[config.mk]
export PLATFORM = sky130hd
export DESIGN_NAME = scl_schmitt_debounce_ctrl
export DESIGN_NICKNAME = d
export VERILOG_FILES = /design/src/rtl/scl_schmitt_debounce_ctrl.sv
export SDC_FILE = /design/constraint.sdc
export NUM_CORES = 1
export LEC_CHECK = 0
export BUFFER_PORTS_ARGS = -buffer_cell sky130_fd_sc_hd__buf_2
export CORE_MARGIN = 2
export CORE_UTILIZATION = 45
export CTS_BUF_LIST = sky130_fd_sc_hd__clkbuf_16
export CTS_CLUSTER_SIZE = 24
export DETAILED_ROUTE_END_ITERATION = 10
export GPL_ROUTABILITY_DRIVEN = 0
export PLACE_DENSITY = 0.66
export SLEW_MARGIN = 30
export SYNTH_ARGS = -nofsm -noshare
export SYNTH_HDL_FRONTEND = slang
export SYNTH_SLANG_ARGS = --single-unit
[constraint.sdc]
create_clock -name wb_clk_i -period 2.1 [get_ports wb_clk_i]
set_input_delay 0.105 -clock wb_clk_i [delete_from_list [all_inputs] [get_ports wb_clk_i]]
set_output_delay 0.105 -clock wb_clk_i [all_outputs]
set_load 0.005 [all_outputs]
[src/rtl/scl_schmitt_debounce_ctrl.sv]
// Multi-channel pad conditioner: 2-flop synchroniser, shared tick prescaler
// and per-channel debounce FSM with filtered level and rise/fall event pulses.
module scl_schmitt_debounce_ctrl #(
    parameter int   N_CH    = 4,
    parameter int   CNT_W   = 8,
    parameter int   PRESC_W = 8,
    parameter logic RST_VAL = 1'b0
) (
    input  logic               wb_clk_i,
    input  logic               wb_rst_i,
    input  logic               en_i,
    input  logic [PRESC_W-1:0] presc_i,
    input  logic [CNT_W-1:0]   thresh_i,
    input  logic [N_CH-1:0]    pad_i,
    output logic [N_CH-1:0]    level_o,
    output logic [N_CH-1:0]    rise_o,
    output logic [N_CH-1:0]    fall_o,
    output logic [N_CH-1:0]    busy_o
);

    typedef enum logic {
        ST_STABLE = 1'b0,
        ST_CAND   = 1'b1
    } state_e;

    logic [N_CH-1:0]    s1_q;
    logic [N_CH-1:0]    s2_q;
    logic [PRESC_W-1:0] presc_cnt_q;
    logic [PRESC_W-1:0] presc_cnt_d;
    logic               tick;

    state_e             state_q [N_CH];
    state_e             state_d [N_CH];
    logic [CNT_W-1:0]   count_q [N_CH];
    logic [CNT_W-1:0]   count_d [N_CH];
    logic [N_CH-1:0]    level_q;
    logic [N_CH-1:0]    level_d;
    logic [N_CH-1:0]    rise_q;
    logic [N_CH-1:0]    rise_d;
    logic [N_CH-1:0]    fall_q;
    logic [N_CH-1:0]    fall_d;
    logic [N_CH-1:0]    mismatch;

    assign mismatch = s2_q ^ level_q;

    // Shared prescaler: ticks when the count reaches (or passes) presc_i.
    always_comb begin
        tick        = 1'b0;
        presc_cnt_d = '0;
        if (en_i) begin
            if (presc_cnt_q >= presc_i) begin
                tick        = 1'b1;
                presc_cnt_d = '0;
            end else begin
                presc_cnt_d = presc_cnt_q + PRESC_W'(1);
            end
        end
    end

    // Per-channel debounce next-state; a tick seen in STABLE is not counted.
    always_comb begin
        for (int i = 0; i < N_CH; i++) begin
            state_d[i] = state_q[i];
            count_d[i] = count_q[i];
            level_d[i] = level_q[i];
            rise_d[i]  = 1'b0;
            fall_d[i]  = 1'b0;
            unique case (state_q[i])
                ST_STABLE: begin
                    if (mismatch[i] && en_i) begin
                        state_d[i] = ST_CAND;
                        count_d[i] = '0;
                    end
                end
                ST_CAND: begin
                    if (!en_i) begin
                        state_d[i] = ST_STABLE;
                        count_d[i] = '0;
                    end else if (!mismatch[i]) begin
                        state_d[i] = ST_STABLE;
                        count_d[i] = '0;
                    end else if (tick && (count_q[i] >= thresh_i)) begin
                        state_d[i] = ST_STABLE;
                        count_d[i] = '0;
                        level_d[i] = s2_q[i];
                        rise_d[i]  = s2_q[i];
                        fall_d[i]  = ~s2_q[i];
                    end else if (tick) begin
                        if (count_q[i] != {CNT_W{1'b1}}) begin
                            count_d[i] = count_q[i] + CNT_W'(1);
                        end
                    end
                end
                default: begin
                    state_d[i] = ST_STABLE;
                    count_d[i] = '0;
                end
            endcase
        end
    end

    // All state registers; reset abandons any candidate without a pulse.
    always_ff @(posedge wb_clk_i) begin
        if (wb_rst_i) begin
            s1_q        <= {N_CH{RST_VAL}};
            s2_q        <= {N_CH{RST_VAL}};
            presc_cnt_q <= '0;
            level_q     <= {N_CH{RST_VAL}};
            rise_q      <= '0;
            fall_q      <= '0;
            for (int i = 0; i < N_CH; i++) begin
                state_q[i] <= ST_STABLE;
                count_q[i] <= '0;
            end
        end else begin
            s1_q        <= pad_i;
            s2_q        <= s1_q;
            presc_cnt_q <= presc_cnt_d;
            level_q     <= level_d;
            rise_q      <= rise_d;
            fall_q      <= fall_d;
            for (int i = 0; i < N_CH; i++) begin
                state_q[i] <= state_d[i];
                count_q[i] <= count_d[i];
            end
        end
    end

    // Busy flag straight from the registered state.
    always_comb begin
        for (int i = 0; i < N_CH; i++) begin
            busy_o[i] = (state_q[i] == ST_CAND);
        end
    end

    assign level_o = level_q;
    assign rise_o  = rise_q;
    assign fall_o  = fall_q;

endmodule

Word-level counts from Yosys, hierarchy flattened
Memories as Yosys holds them, arrays and structs flattened.
Cells that the tools add are included.

cells by class
  add/sub/neg operators = 5
  $lt $le $gt $ge = 5
  eq/ne operators = 4
  multiplexer cells = 61
  bitwise logic cells = 26
  reductions and logical operators = 17

operators with widths
  cell                 number
  $mux 8               28
  $pmux 8 s2           4
  $add 8x1->8 const B  5
  $ge 8x8->1           5
  $ne 8x8->1 const B   4
  $mux 1               25
  $reduce_or 5->1      4
  $not 1->1            17
  $reduce_and 4->1     4
  $logic_and 1x1->1    8
  $or 1x1->1           8
  $pmux 1 s2           4
  $xor 4x4->4          1
  $reduce_or 3->1      1

word-level totals
  bits in registers = 28
  bits in writable memories = 36
  output and inout bits = 16
  word-level logic and storage cells = 135
  memories kept = 2

memory list
  memory   words  bits a word  rd ports  clocked after Yosys merged registers in  wr ports  RTL line  RTL
  count_q  4      8            4         0                                        4         34        logic [CNT_W-1:0] count_q [N_CH];
  state_q  4      1            4         0                                        4         32        state_e state_q [N_CH];

Longest topological paths before layout
  depth after elaboration = 9
  gate-level depth with buffers = 9

Worst setup path before layout
OpenSTA, ideal clock, no wires.

  path kind = flip-flop to flip-flop
  start = memory count_q[0][0]
  end = memory count_q[0][5]
  arrival time = 2166 ps
  slack = -125 ps
  stages on the path, launching flop included = 9
  buffers on the path = 0
  clock period less this slack = 2225 ps
  path through = dfxtp_1 inv_1 ha_1 nand2b_1 a2111oi_2 o21ai_1 or4_4 nor3_2 a221o_1

RTL lines
  what         RTL line
  from (decl)  34

==> impl_metrics.py <==
metrics = {
    "routing": {
        "routedWlPerCell_um": 17.2,
        "drcViolationCount": 0,
        "drt-pass1-iter-count": 5,
        "first_iter_violations": 171,
        "vias": 3876,
        "drt-total-wl_um": 11500,
        "ant_nets": 0,
        "avgViaCountPerCell": 5.78,
    },
    "global_route": {
        "grt_max_degree": 17,
        "antenna_found_initial": 0,
        "grt_pass1_vias": 3682,
        "use_met2": 0.409,
        "grt_remaining_overflow": 0,
        "grtUsageMet3": 0.0475,
        "grt_pass1_wl_um": 17700,
        "grtUsageMet1": 0.285,
        "track_usage": 0.232,
        "busiest_layer": "met2",
    },
    "die": {
        "die_area_sq_um": 9430,
        "die_w_um": 97.1,
        "ios": 39,
        "initial_utilization": 0.470,
        "core_sq_um": 8300,
        "die_height_um": 97.1,
        "num_rows": 33,
    },
    "synthesis": {
        "synth_cell_types": 52,
        "synth-edff-count": 0,
        "synth-seq-area-share": 0.328,
        "synth.avg_cell_area_sq_um": 8.81,
        "synth.net_count": 511,
        "syn_inst": 443,
        "yosys_register_bits": 64,
        "yosys_warnings": 0,
        "synth_top_flop_cell": "dfxtp_1",
        "async_flop_share": 0,
        "netlist_area_sq_um": 3900,
    },
    "critical_path": {
        "crit_type": "register to register",
        "rrSetupSlack_ps": -80,
        "worst-path-buf-inv": 0,
        "reg2reg_from": "presc_cnt_q[2]",
        "cp.depth": 7,
        "startpoint_type": "register",
        "worst_ep_required_time_ps": 2380,
        "worstSetupEndpointType": "register",
        "crit_family": "compound AO/OA/AOI/OAI gates",
        "rr_endpoint": "count_q[0][5]",
        "arrival_ps": 2450,
        "ff2ff_path_depth": 7,
        "path_max_fanout": 5,
        "path_cells": "ha_4 -> o21ai_4 -> a211o_4 -> o21a_4 -> or4_4 -> nor3_2 -> a221o_1",
        "cpPeakStageDelay_ps": 590,
        "cp_slowest_cell": "or4_4",
    },
    "layout": {
        "syn_to_final_growth_pct": 45.2,
        "fin_area_sq_um": 5670,
        "fin_nets": 629,
        "n_antenna_cell": 0,
        "drive_gt1_frac": 0.396,
    },
    "placed_design": {
        "portBuffers": 38,
        "place_hpwl_um": 7670,
        "place_area_sq_um": 4830,
    },
    "sta": {
        "slew_violations": 0,
        "finalWorstSetupSlack_ps": -77.9,
        "relSlewSlack": 0.693,
        "min_period_ps": 2180,
        "fmax_mhz": 459,
        "setup_violations": 12,
        "worst_slew_pin_slew_ps": 459,
        "fin_tns_setup_ps": -426,
        "hold_slack_ps": 85.7,
        "rsz0062_at_grt": "yes",
        "fin_skew_ps": 10.7,
        "hold_viol": 0,
        "layout_worst_path_cycle_share": 1.04,
    },
    "worst_hold_path": {
        "hold_end": "s1_q[2]",
        "min_path_cells": 2,
        "hold_path_class": "input pin to register",
        "worstHoldStart": "wb_rst_i",
    },
    "power": {
        "p_total_mw": 3.13,
        "leakage_nw": 2.54,
        "irDropWorstVdd_mv": 0.378,
        "powerDensity_nw_per_um2": 552,
    },
    "run_status": {
        "status": "finished, violations left",
        "violations": "setup timing",
    },
    "cts": {
        "cts_buffer_depth": 2,
        "htree_levels": 3,
        "cts_sinks": 64,
        "cts_root_buffer": "clkbuf_16",
        "cts_tree": "yes",
        "cts.clk_slew.worst_paths_ps": 60,
        "cts_buffers": 9,
        "worst_skew_pair.late_latency_ps": 330,
    },
    "run": {
        "max_cap_viol_count": 0,
    },
}
-- what timing repair did --
item                                   CTS  global route
setup buffers                            5             2
gates resized for setup                 32            46
pin swaps                               12            31
endpoints found under the hold margin    4             0
setup endpoints to repair               24            43
hold buffers                             4             0
-- synth_stat cells (all sizes together), types with 3 or more instances --
master	instances	area (sq um)
nor3	8	45.0
o211ai	24	180
nor3b	5	37.5
a211o	3	26.3
mux2i	6	60.1
dfxtp	64	1280
and3	24	150
nor2b	9	56.3
ha	45	563
and2	5	31.3
nor4b	3	41.3
or3	6	37.5
xnor2	3	26.3
clkbuf	6	22.5
a221o	9	90.1
o21ai	12	63.8
a21oi	9	45.0
xor2	9	78.8
buf	10	60.1
o2111ai	18	158
a211oi	4	30.0
a21o	4	30.0
nand4	3	18.8
nand2	24	90.1
nand3	24	120
nor2	31	116
nand2b	5	31.3
a221oi	3	38.8
or2	4	25.0
o21a	4	31.3
inv	42	158
a2111oi	3	38.8
-- how the worst max path moves through the flow --
| stage | endpoint | slack, ps | start |
|---|---|---|---|
| 2_1_floorplan | count_q[1][6] | -20 | count_q[1][0] |
| 3_3_place_gp | count_q[0][5] | -90 | thresh_i[5] |
| 3_5_place_dp | count_q[1][2] | -160 | presc_cnt_q[2] |
| 4_1_cts | count_q[0][5] | -60 | presc_cnt_q[5] |
| 5_1_grt | count_q[1][7] | -150 | count_q[1][7] |
| 6_report | count_q[0][5] | -80 | presc_cnt_q[2] |
-- state kept, by name (all words and copies together), names as in the netlist --
register,count
count_q,32
fall_o,4
level_o,4
presc_cnt_q,8
rise_o,4
s1_q,4
s2_q,4
state_q,4
-- logic make-up (layout without fill, tap and decap cells) --
logic type | after synthesis | count (layout) | share of synthesized area
multiplexers | 7 | 7 | 0.0183
AND/OR/NAND/NOR | 156 | 156 | 0.216
adder cells (fa/ha/maj) | 45 | 45 | 0.144
AO/OA/AOI/OAI | 101 | 101 | 0.205
flip-flops | 64 | 64 | 0.328
buffers and inverters | 58 | 181 | 0.0616
XOR/XNOR | 12 | 12 | 0.0269
-- power breakdown --
part           total [mW]  internal [mW]  switching, mW
clock network        1.62           1.04          0.582
registers            1.23           1.22        0.00807
logic               0.275          0.129          0.146
-- per-layer routing --
| layer | part of all wire | up-vias | wire length [um] |
|---|---|---|---|
| met3 | 0.038 | 21 | 436 |
| met2 | 0.51 | 86 | 5860 |
| met5 | 0 | - | 0 |
| met4 | 0.024 | 0 | 276 |
| li1 | - | 1877 | - |
| met1 | 0.43 | 1892 | 4960 |
-- metrics by stage --
stage,std cells,worst slack (ps),util
2_1_floorplan,443,-16.0,-
3_3_place_gp,645,-86.2,0.583
3_5_place_dp,645,-159,0.583
4_1_cts,669,-61.5,0.650
5_1_grt,671,-145,0.683
6_report,671,-77.9,0.683
-- cells in the final DEF, fill, tap and decap left out, drive strengths merged, types with 5 or more instances in the layout --
cell type	count
and3	24
a221o	9
mux2i	6
or3	6
nor2b	9
clkbuf	9
nor2	31
buf	119
inv	43
dfxtp	64
nor3	8
o21ai	12
o211ai	24
nor3b	5
nand3	24
o2111ai	18
and2	5
a21oi	9
nand2	24
xor2	9
ha	45
nand2b	5
-- worst register-to-register path: cells and delay by family (launching register included) --
| kind | cells | cell delay (ps) |
|---|---|---|
| adder cells (fa/ha/maj) | 1 | 280 |
| AO/OA/AOI/OAI | 4 | 780 |
| AND/OR/NAND/NOR | 2 | 730 |
| flip-flops | 1 | 330 |
-- cell type report --
class / count / area (sq um)
Inverter: 42 / 158
Timing Repair Buffer: 123 / 873
Clock inverter: 7 / 93.8
Multi-Input combinational cell: 321 / 2890
Tap cell: 105 / 131
Clock buffer: 9 / 225
Sequential cell: 64 / 1290
Fill cell: 636 / 2630
No activity file was read; power rests on OpenSTA's default activity.
